===== src/rtl/camera_ctrl_fsm_if.sv =====
// Camera sequencer bundle: start request and exposure length in,
// pixel-array and readout strobes out.
interface camera_ctrl_fsm_if;
    logic       init;
    logic [4:0] ex_init;
    logic       erase;
    logic       expose;
    logic       nre_1;
    logic       nre_2;
    logic       adc;
    logic       busy;
    logic       done;

    modport master (
        output init, ex_init,
        input  erase, expose, nre_1, nre_2, adc, busy, done
    );

    modport slave (
        input  init, ex_init,
        output erase, expose, nre_1, nre_2, adc, busy, done
    );
endinterface


===== src/rtl/camera_ctrl_fsm.sv =====
// Frame sequencer: erase while idle, expose for a clamped cycle count,
// then an 8-phase two-row readout with ADC strobes.
module camera_ctrl_fsm #(
    parameter logic [4:0] EX_MIN = 5'd2,
    parameter logic [4:0] EX_MAX = 5'd30
) (
    input logic              clk,
    input logic              reset,
    camera_ctrl_fsm_if.slave cam
);

    typedef enum logic [1:0] {
        IDLE    = 2'd0,
        EXPOSE  = 2'd1,
        READOUT = 2'd2
    } state_t;

    // Initialisers make the power-up state match the reset state.
    state_t     state  = IDLE;
    state_t     state_nxt;
    logic [4:0] ex_cnt = 5'd0;
    logic [2:0] ph_cnt = 3'd0;
    logic [4:0] ex_load;

    always_comb begin
        ex_load = cam.ex_init;
        if (cam.ex_init < EX_MIN)
            ex_load = EX_MIN;
        else if (cam.ex_init > EX_MAX)
            ex_load = EX_MAX;
    end

    always_ff @(posedge clk) begin
        if (reset) begin
            state  <= IDLE;
            ex_cnt <= 5'd0;
            ph_cnt <= 3'd0;
        end else begin
            state <= state_nxt;
            unique case (state)
                IDLE: begin
                    ph_cnt <= 3'd0;
                    if (cam.init)
                        ex_cnt <= ex_load;
                end
                EXPOSE: begin
                    ph_cnt <= 3'd0;
                    if (ex_cnt != 5'd0)
                        ex_cnt <= ex_cnt - 5'd1;
                end
                READOUT: ph_cnt <= ph_cnt + 3'd1;
                default: begin
                    ex_cnt <= 5'd0;
                    ph_cnt <= 3'd0;
                end
            endcase
        end
    end

    always_comb begin
        state_nxt = state;
        unique case (state)
            IDLE:    if (cam.init) state_nxt = EXPOSE;
            EXPOSE:  if (ex_cnt <= 5'd1) state_nxt = READOUT;
            READOUT: if (ph_cnt == 3'd7) state_nxt = IDLE;
            default: state_nxt = IDLE;
        endcase
    end

    always_comb begin
        cam.erase  = 1'b1;
        cam.expose = 1'b0;
        cam.nre_1  = 1'b1;
        cam.nre_2  = 1'b1;
        cam.adc    = 1'b0;
        cam.busy   = 1'b0;
        cam.done   = 1'b0;
        unique case (state)
            IDLE: ;
            EXPOSE: begin
                cam.erase  = 1'b0;
                cam.expose = 1'b1;
                cam.busy   = 1'b1;
            end
            READOUT: begin
                cam.erase = 1'b0;
                cam.busy  = 1'b1;
                // Row 1 in phases 0-2, row 2 in 4-6; 3 and 7 are guard gaps.
                cam.nre_1 = (ph_cnt > 3'd2);
                cam.nre_2 = !(ph_cnt >= 3'd4 && ph_cnt <= 3'd6);
                cam.adc   = (ph_cnt[1:0] == 2'd1);
                cam.done  = (ph_cnt == 3'd7);
            end
            default: ;
        endcase
    end

endmodule


===== src/flat_wrapper.sv =====
// flat-port wrapper written by rule: the top's interface ports become plain ports
module camera_ctrl_fsm_flat 
#(
    parameter logic [4:0] EX_MIN = 5'd2,
    parameter logic [4:0] EX_MAX = 5'd30
)
  (clk, reset, cam_init, cam_ex_init, cam_erase, cam_expose, cam_nre_1, cam_nre_2, cam_adc, cam_busy, cam_done);
  camera_ctrl_fsm_if cam_i ();
  input logic clk;
  input logic reset;
  input wire logic [$bits(cam_i.init)-1:0] cam_init;
  input wire logic [$bits(cam_i.ex_init)-1:0] cam_ex_init;
  output wire logic [$bits(cam_i.erase)-1:0] cam_erase;
  output wire logic [$bits(cam_i.expose)-1:0] cam_expose;
  output wire logic [$bits(cam_i.nre_1)-1:0] cam_nre_1;
  output wire logic [$bits(cam_i.nre_2)-1:0] cam_nre_2;
  output wire logic [$bits(cam_i.adc)-1:0] cam_adc;
  output wire logic [$bits(cam_i.busy)-1:0] cam_busy;
  output wire logic [$bits(cam_i.done)-1:0] cam_done;
  assign cam_i.init = cam_init;
  assign cam_i.ex_init = cam_ex_init;
  assign cam_erase = cam_i.erase;
  assign cam_expose = cam_i.expose;
  assign cam_nre_1 = cam_i.nre_1;
  assign cam_nre_2 = cam_i.nre_2;
  assign cam_adc = cam_i.adc;
  assign cam_busy = cam_i.busy;
  assign cam_done = cam_i.done;
  camera_ctrl_fsm #(.EX_MIN(EX_MIN), .EX_MAX(EX_MAX)) u_core (.clk(clk), .reset(reset), .cam(cam_i));
endmodule

===== config.mk =====
export PLATFORM = sky130hd
export DESIGN_NAME = camera_ctrl_fsm_flat
export DESIGN_NICKNAME = d
export VERILOG_FILES = /design/src/rtl/camera_ctrl_fsm_if.sv /design/src/rtl/camera_ctrl_fsm.sv /design/src/flat_wrapper.sv
export SDC_FILE = /design/constraint.sdc
export NUM_CORES = 1
export LEC_CHECK = 0
export ABC_AREA = 0
export BUFFER_PORTS_ARGS = -buffer_cell sky130_fd_sc_hd__buf_2
export CELL_PAD_IN_SITES_DETAIL_PLACEMENT = 0
export CELL_PAD_IN_SITES_GLOBAL_PLACEMENT = 1
export CORE_MARGIN = 2
export CORE_UTILIZATION = 41
export DETAILED_ROUTE_END_ITERATION = 16
export PLACE_DENSITY_LB_ADDON = 0.08
export SYNTH_ARGS = -nofsm -noshare
export SYNTH_HDL_FRONTEND = slang
export SYNTH_SLANG_ARGS = --single-unit

===== constraint.sdc =====
create_clock -name clk -period 2.6 [get_ports clk]
set_input_delay 0.39 -clock clk [delete_from_list [all_inputs] [get_ports clk]]
set_output_delay 0.39 -clock clk [all_outputs]
set_load 0.005 [all_outputs]

Word level (Yosys, flattened, before mapping)
Index checks and enable logic that the tools add are counted.
{ "op_classes": {"add_sub_neg": 2, "magnitude_cmp": 6, "n_eq_ne": 8, "mux": 16, "bitwise_logic": 1, "reduce_logical": 8} }
{ "ops": {"columns": ["op", "n"], "rows": [
  ["$mux W5", 4],
  ["$pmux W5 S3", 1],
  ["$mux W1", 7],
  ["$mux W2", 3],
  ["$ne A2 B1 Y1 const B", 3],
  ["$pmux W2 S3", 1],
  ["$reduce_and A3 Y1", 2],
  ["$gt A5 B5 Y1 const B", 1],
  ["$le A5 B1 Y1 const B", 1],
  ["$lt A5 B2 Y1 const B", 1],
  ["$reduce_bool A5 Y1", 1],
  ["$sub A5 B1 Y5 const B", 1],
  ["$eq A2 B1 Y1 const B", 2],
  ["$reduce_or A2 Y1", 2],
  ["$add A3 B1 Y3 const B", 1],
  ["$eq A3 B3 Y1 const B", 1],
  ["$ge A3 B3 Y1 const B", 1],
  ["$gt A3 B2 Y1 const B", 1],
  ["$le A3 B3 Y1 const B", 1],
  ["$eq A2 B2 Y1 const B", 1],
  ["$logic_not A2 Y1", 1],
  ["$ne A2 B2 Y1 const B", 1],
  ["$logic_and A1 B1 Y1", 1],
  ["$logic_not A1 Y1", 1],
  ["$not A1 Y1", 1]
]} }
{ "totals": {"register_bits": 10, "in_bits": 8, "output_inout_bits": 7, "wordCells": 44} }

Depth between registers and ports, before layout
{ "logic_depth": {"word_depth": 5, "mapped_depth": 6, "mapped_depth_nobuf": 6} }

Worst setup path before layout
Ideal clock, no wire load.
{ "synth_path": {"path_type": "reg-to-reg", "from": "register u_core.state[0]", "to": "register u_core.ex_cnt[0]", "setup_time_ns": 0.091, "arrival_ns": 1.452, "required_time_ns": 2.509, "setup_slack_ns": 1.057, "path_stages_with_launch": 7, "path_buffers": 0, "period_less_slack_ns": 1.543, "cell_sequence": "dfxtp_1 inv_1 ha_1 nor2b_1 a311oi_4 nor2_1 a311oi_1"} }
{ "synth_via": {"elab_chain_cells": 3, "word_cells_on_any_way": 8, "cone_classes": "eq/ne: 4; mux: 1; bitwise: 1; reduce/logical: 2"} }
{ "synth_rtl": {"columns": ["item", "line_no", "source"], "rows": [
  ["from (decl)", "camera_ctrl_fsm.sv:19", "state_t state = IDLE;"],
  ["from (signal assigned)", "camera_ctrl_fsm.sv:39", "state <= state_nxt;"],
  ["$eq A2 B1 Y1 (tied with other cells)", "camera_ctrl_fsm.sv:40", "unique case (state)"],
  ["$ne A2 B1 Y1 (no source line) (tied with other cells)", null, null],
  ["$reduce_and A3 Y1 (no source line)", null, null],
  ["to (signal assigned)", "camera_ctrl_fsm.sv:44", "ex_cnt <= ex_load;"],
  ["to (signal assigned)", "camera_ctrl_fsm.sv:49", "ex_cnt <= ex_cnt - 5'd1;"],
  ["to (decl)", "camera_ctrl_fsm.sv:21", "logic [4:0] ex_cnt = 5'd0;"]
]} }
Parallel ways exist; a longest one is shown, timed or not.
A chain may end at the register's enable or synchronous reset.

Worst setup path in the final report
{ "layout_path": {"from": "register u_core.state[0]", "to": "output cam_nre_1"} }
{ "layout_via": {"elab_chain_cells": 2} }
{ "layout_rtl": {"columns": ["item", "line_no", "source"], "rows": [
  ["$eq A2 B2 Y1", "camera_ctrl_fsm.sv:78", "unique case (state)"],
  ["$mux W1", "camera_ctrl_fsm.sv:78", null],
  ["to (decl)", "flat_wrapper.sv:15", "output wire logic [$bits(cam_i.nre_1)-1:0] cam_nre_1;"]
]} }
No other way between the ends.

==> results.cfg <==
[outcome]
status = finished clean

[routing]
ant_nets = 0
firstDrtPassIters = 4
dr_total_vias = 620
viasPerCell = 5.34
wl_microns = 1470
post_drt_wl_per_cell_microns = 12.6
route.detailed.drc = 0
drt_iter0_markers = 6

[power_and_ir_drop]
ir_worst_vdd_mv = 0.499
pwr-share-clk_pct = 15.4
p_sw_share_pct = 43.8
power_frac_seq_pct = 27.6
cellLeakagePower_uw = 0.000362
power.net_switching_uw = 410
internal_power_uw = 525
powerDensity_nw_per_um2 = 1130
combPwrFrac_pct = 56.9

[floorplanning]
die_area_sq_um = 2070
io_pins = 15
die_h_microns = 45.5
num_rows = 14
start_util_pct = 45.3
coreArea_sq_um = 1560
die_x_microns = 45.5

[layout]
fin_nets = 119
areaGrowthSynthToFinish_pct = 16.8
mostFrequentLayoutCells = buf_2 (14), ha_1 (10), dfxtp_1 (10)
drive_gt1_share_pct = 21.0
final_common_cell = buf_2
final_util_pct = 52.9
diodes = 0

[critical_path]
cp.required_ns = 2.21
cp_slowest_cell = dfxtp_1
r2r-end = u_core.ex_cnt[0]
r2r_setup_slack_ns = 0.81
crit_family = flip-flops
crit_fanout = 6
cp_num_buf_inv = 3
arrival_ns = 1.45
critPathKind = reg2out
crit_path_start_kind = flip-flop
reg2reg_from = u_core.state[0]
setup.worst_path.end_class = output port
max_stage_delay_ns = 0.33
r2r_cells = 6
path_cells = inv_1 -> ha_1 -> inv_2 -> a211o_1 -> buf_2

[sta]
tightestPinTransition_ns = 0.445
final_max_slew_viol_count = 0
skew_ns = 0.00369
max_freq_mhz = 543
finalCriticalPeriod_ns = 1.84
setup_tns_ns = 0
slew_headroom_pct = 70.3
whs_ns = 0.399
rsz0062_at_grt = false
hold_violations = 0
setup_violations = 0
period_share_pct = 70.8

[min_path]
hold_depth = 2
hold_path.startpoint = reset
hp-class = in2reg
hold_end = u_core.ex_cnt[2]

[clock_network]
cts_resized = 0
cts_setup_buffers = 0
cts_hold_buf = 0
clockBufferDepth = 2
clk_latency_ns = 0.27
clockRootBuffer = clkbuf_4
clock_sinks = 10
htreeDepth = 1
cts_tree = built
cts_made_buffers = 3
clk_pin_slew_ns = 0.07

[logic_synthesis]
synth_top_area_cell = dfxtp_1
ys_warn_count = 0
syn_area_sq_um = 706
synthTopCellsByArea = dfxtp_1 (28%), ha_1 (18%), nand2b_1 (5.3%)
yosysUniqueCellTypes = 28
syn_inst = 84
synth_nets = 102
synth-seq-cells = 10
yosysSeqAreaShare_pct = 28.4
synth.avg_cell_area_sq_um = 8.40
synth_top_area_share_pct = 28.4

[global_route]
overflow = 0
track_usage_pct = 18.4
grt_max_degree = 12
grt_pass1_vias = 584
antenna_found_initial = 0
grt_pass1_wl_microns = 2600

[placement]
gp_congestion = 0.777
port-buffer-count = 14
dp_hpwl_microns = 1120

[job]
drv_cap = 0
## metrics by stage
step / cells / instance area, sq um / worst slack (ns) / total power, uW
2_1_floorplan: 84 / 706 / 1.06 / 658
3_3_place_gp: 112 / 788 / 0.956 / 787
3_5_place_dp: 112 / 788 / 0.838 / 792
4_1_cts: 116 / 825 / 0.748 / 941
5_1_grt: 116 / 825 / 0.642 / 1030
6_report: 116 / 825 / 0.758 / 935
## metal layers
metal | global-route usage (%) | vias to the layer above | part of all wire, %
li1 | - | 322 | -
met1 | 22.9 | 274 | 51
met2 | 27.6 | 19 | 41
met3 | 3.57 | 5 | 3.8
met4 | 14.1 | 0 | 3.8
met5 | 0 | - | 0
## area by class of cell
type                       instances  area (sq um)
fill                             148           734
multi-input combinational         62           460
sequential                        10           200
timing repair buffer              14          70.1
inverter                          10          37.5
clock buffer                       4          36.3
tap                               16          20.0
## registers in the layout (all words and copies together) (netlist names)
name,flops
u_core.ph_cnt,3
u_core.ex_cnt,5
u_core.state,2
## power by group through the flow
stage / Sequential, uW / Clock [uW] / Combinational [uW]
floorplan: 248 / 0 / 410
global placement: 263 / 0 / 524
detailed placement: 261 / 0 / 531
CTS: 257 / 148 / 536
global route: 268 / 156 / 610
finish: 258 / 144 / 532
## cell families after synthesis
group                      Yosys count  synth area share [%]
AOI/OAI and AO/OA                   19                  21.6
xor gates and xnor gates             1                  1.24
adders and majority gates           10                  17.7
buffers and inverters               12                  6.38
DFF                                 10                  28.4
muxes                                1                  1.42
and+or+nand+nor                     31                  23.2
## how the worst max path moves through the flow
stage | cells after the start | to | from | slack (ns)
global route | 6 | u_core.ex_cnt[1] | u_core.state[0] | 0.64
CTS | 5 | cam_nre_1 | u_core.state[0] | 0.75
global placement | 6 | u_core.ex_cnt[1] | u_core.state[0] | 0.96
finish | 5 | cam_nre_1 | u_core.state[0] | 0.76
floorplan | 6 | u_core.ex_cnt[0] | u_core.state[0] | 1.06
detailed placement | 6 | u_core.ex_cnt[1] | u_core.state[0] | 0.84
## synth_stat cells
library cell	number
a311oi_4	1
inv_1	9
or2_1	1
o31ai_1	1
nand2b_1	6
clkbuf_1	2
inv_2	1
o21ai_0	2
a311oi_1	2
nor2_1	8
dfxtp_1	10
nor3_2	1
nor3_1	2
a32o_1	2
nand2_1	5
nor3b_1	1
nand4_1	2
ha_1	10
a21bo_1	1
o21ai_1	2
xor2_1	1
and2_1	3
o211ai_1	2
mux2i_1	1
a21oi_1	4
o21a_1	1
nor2b_1	2
a211o_1	1
Note: power is estimated with default switching activity, not from simulation.
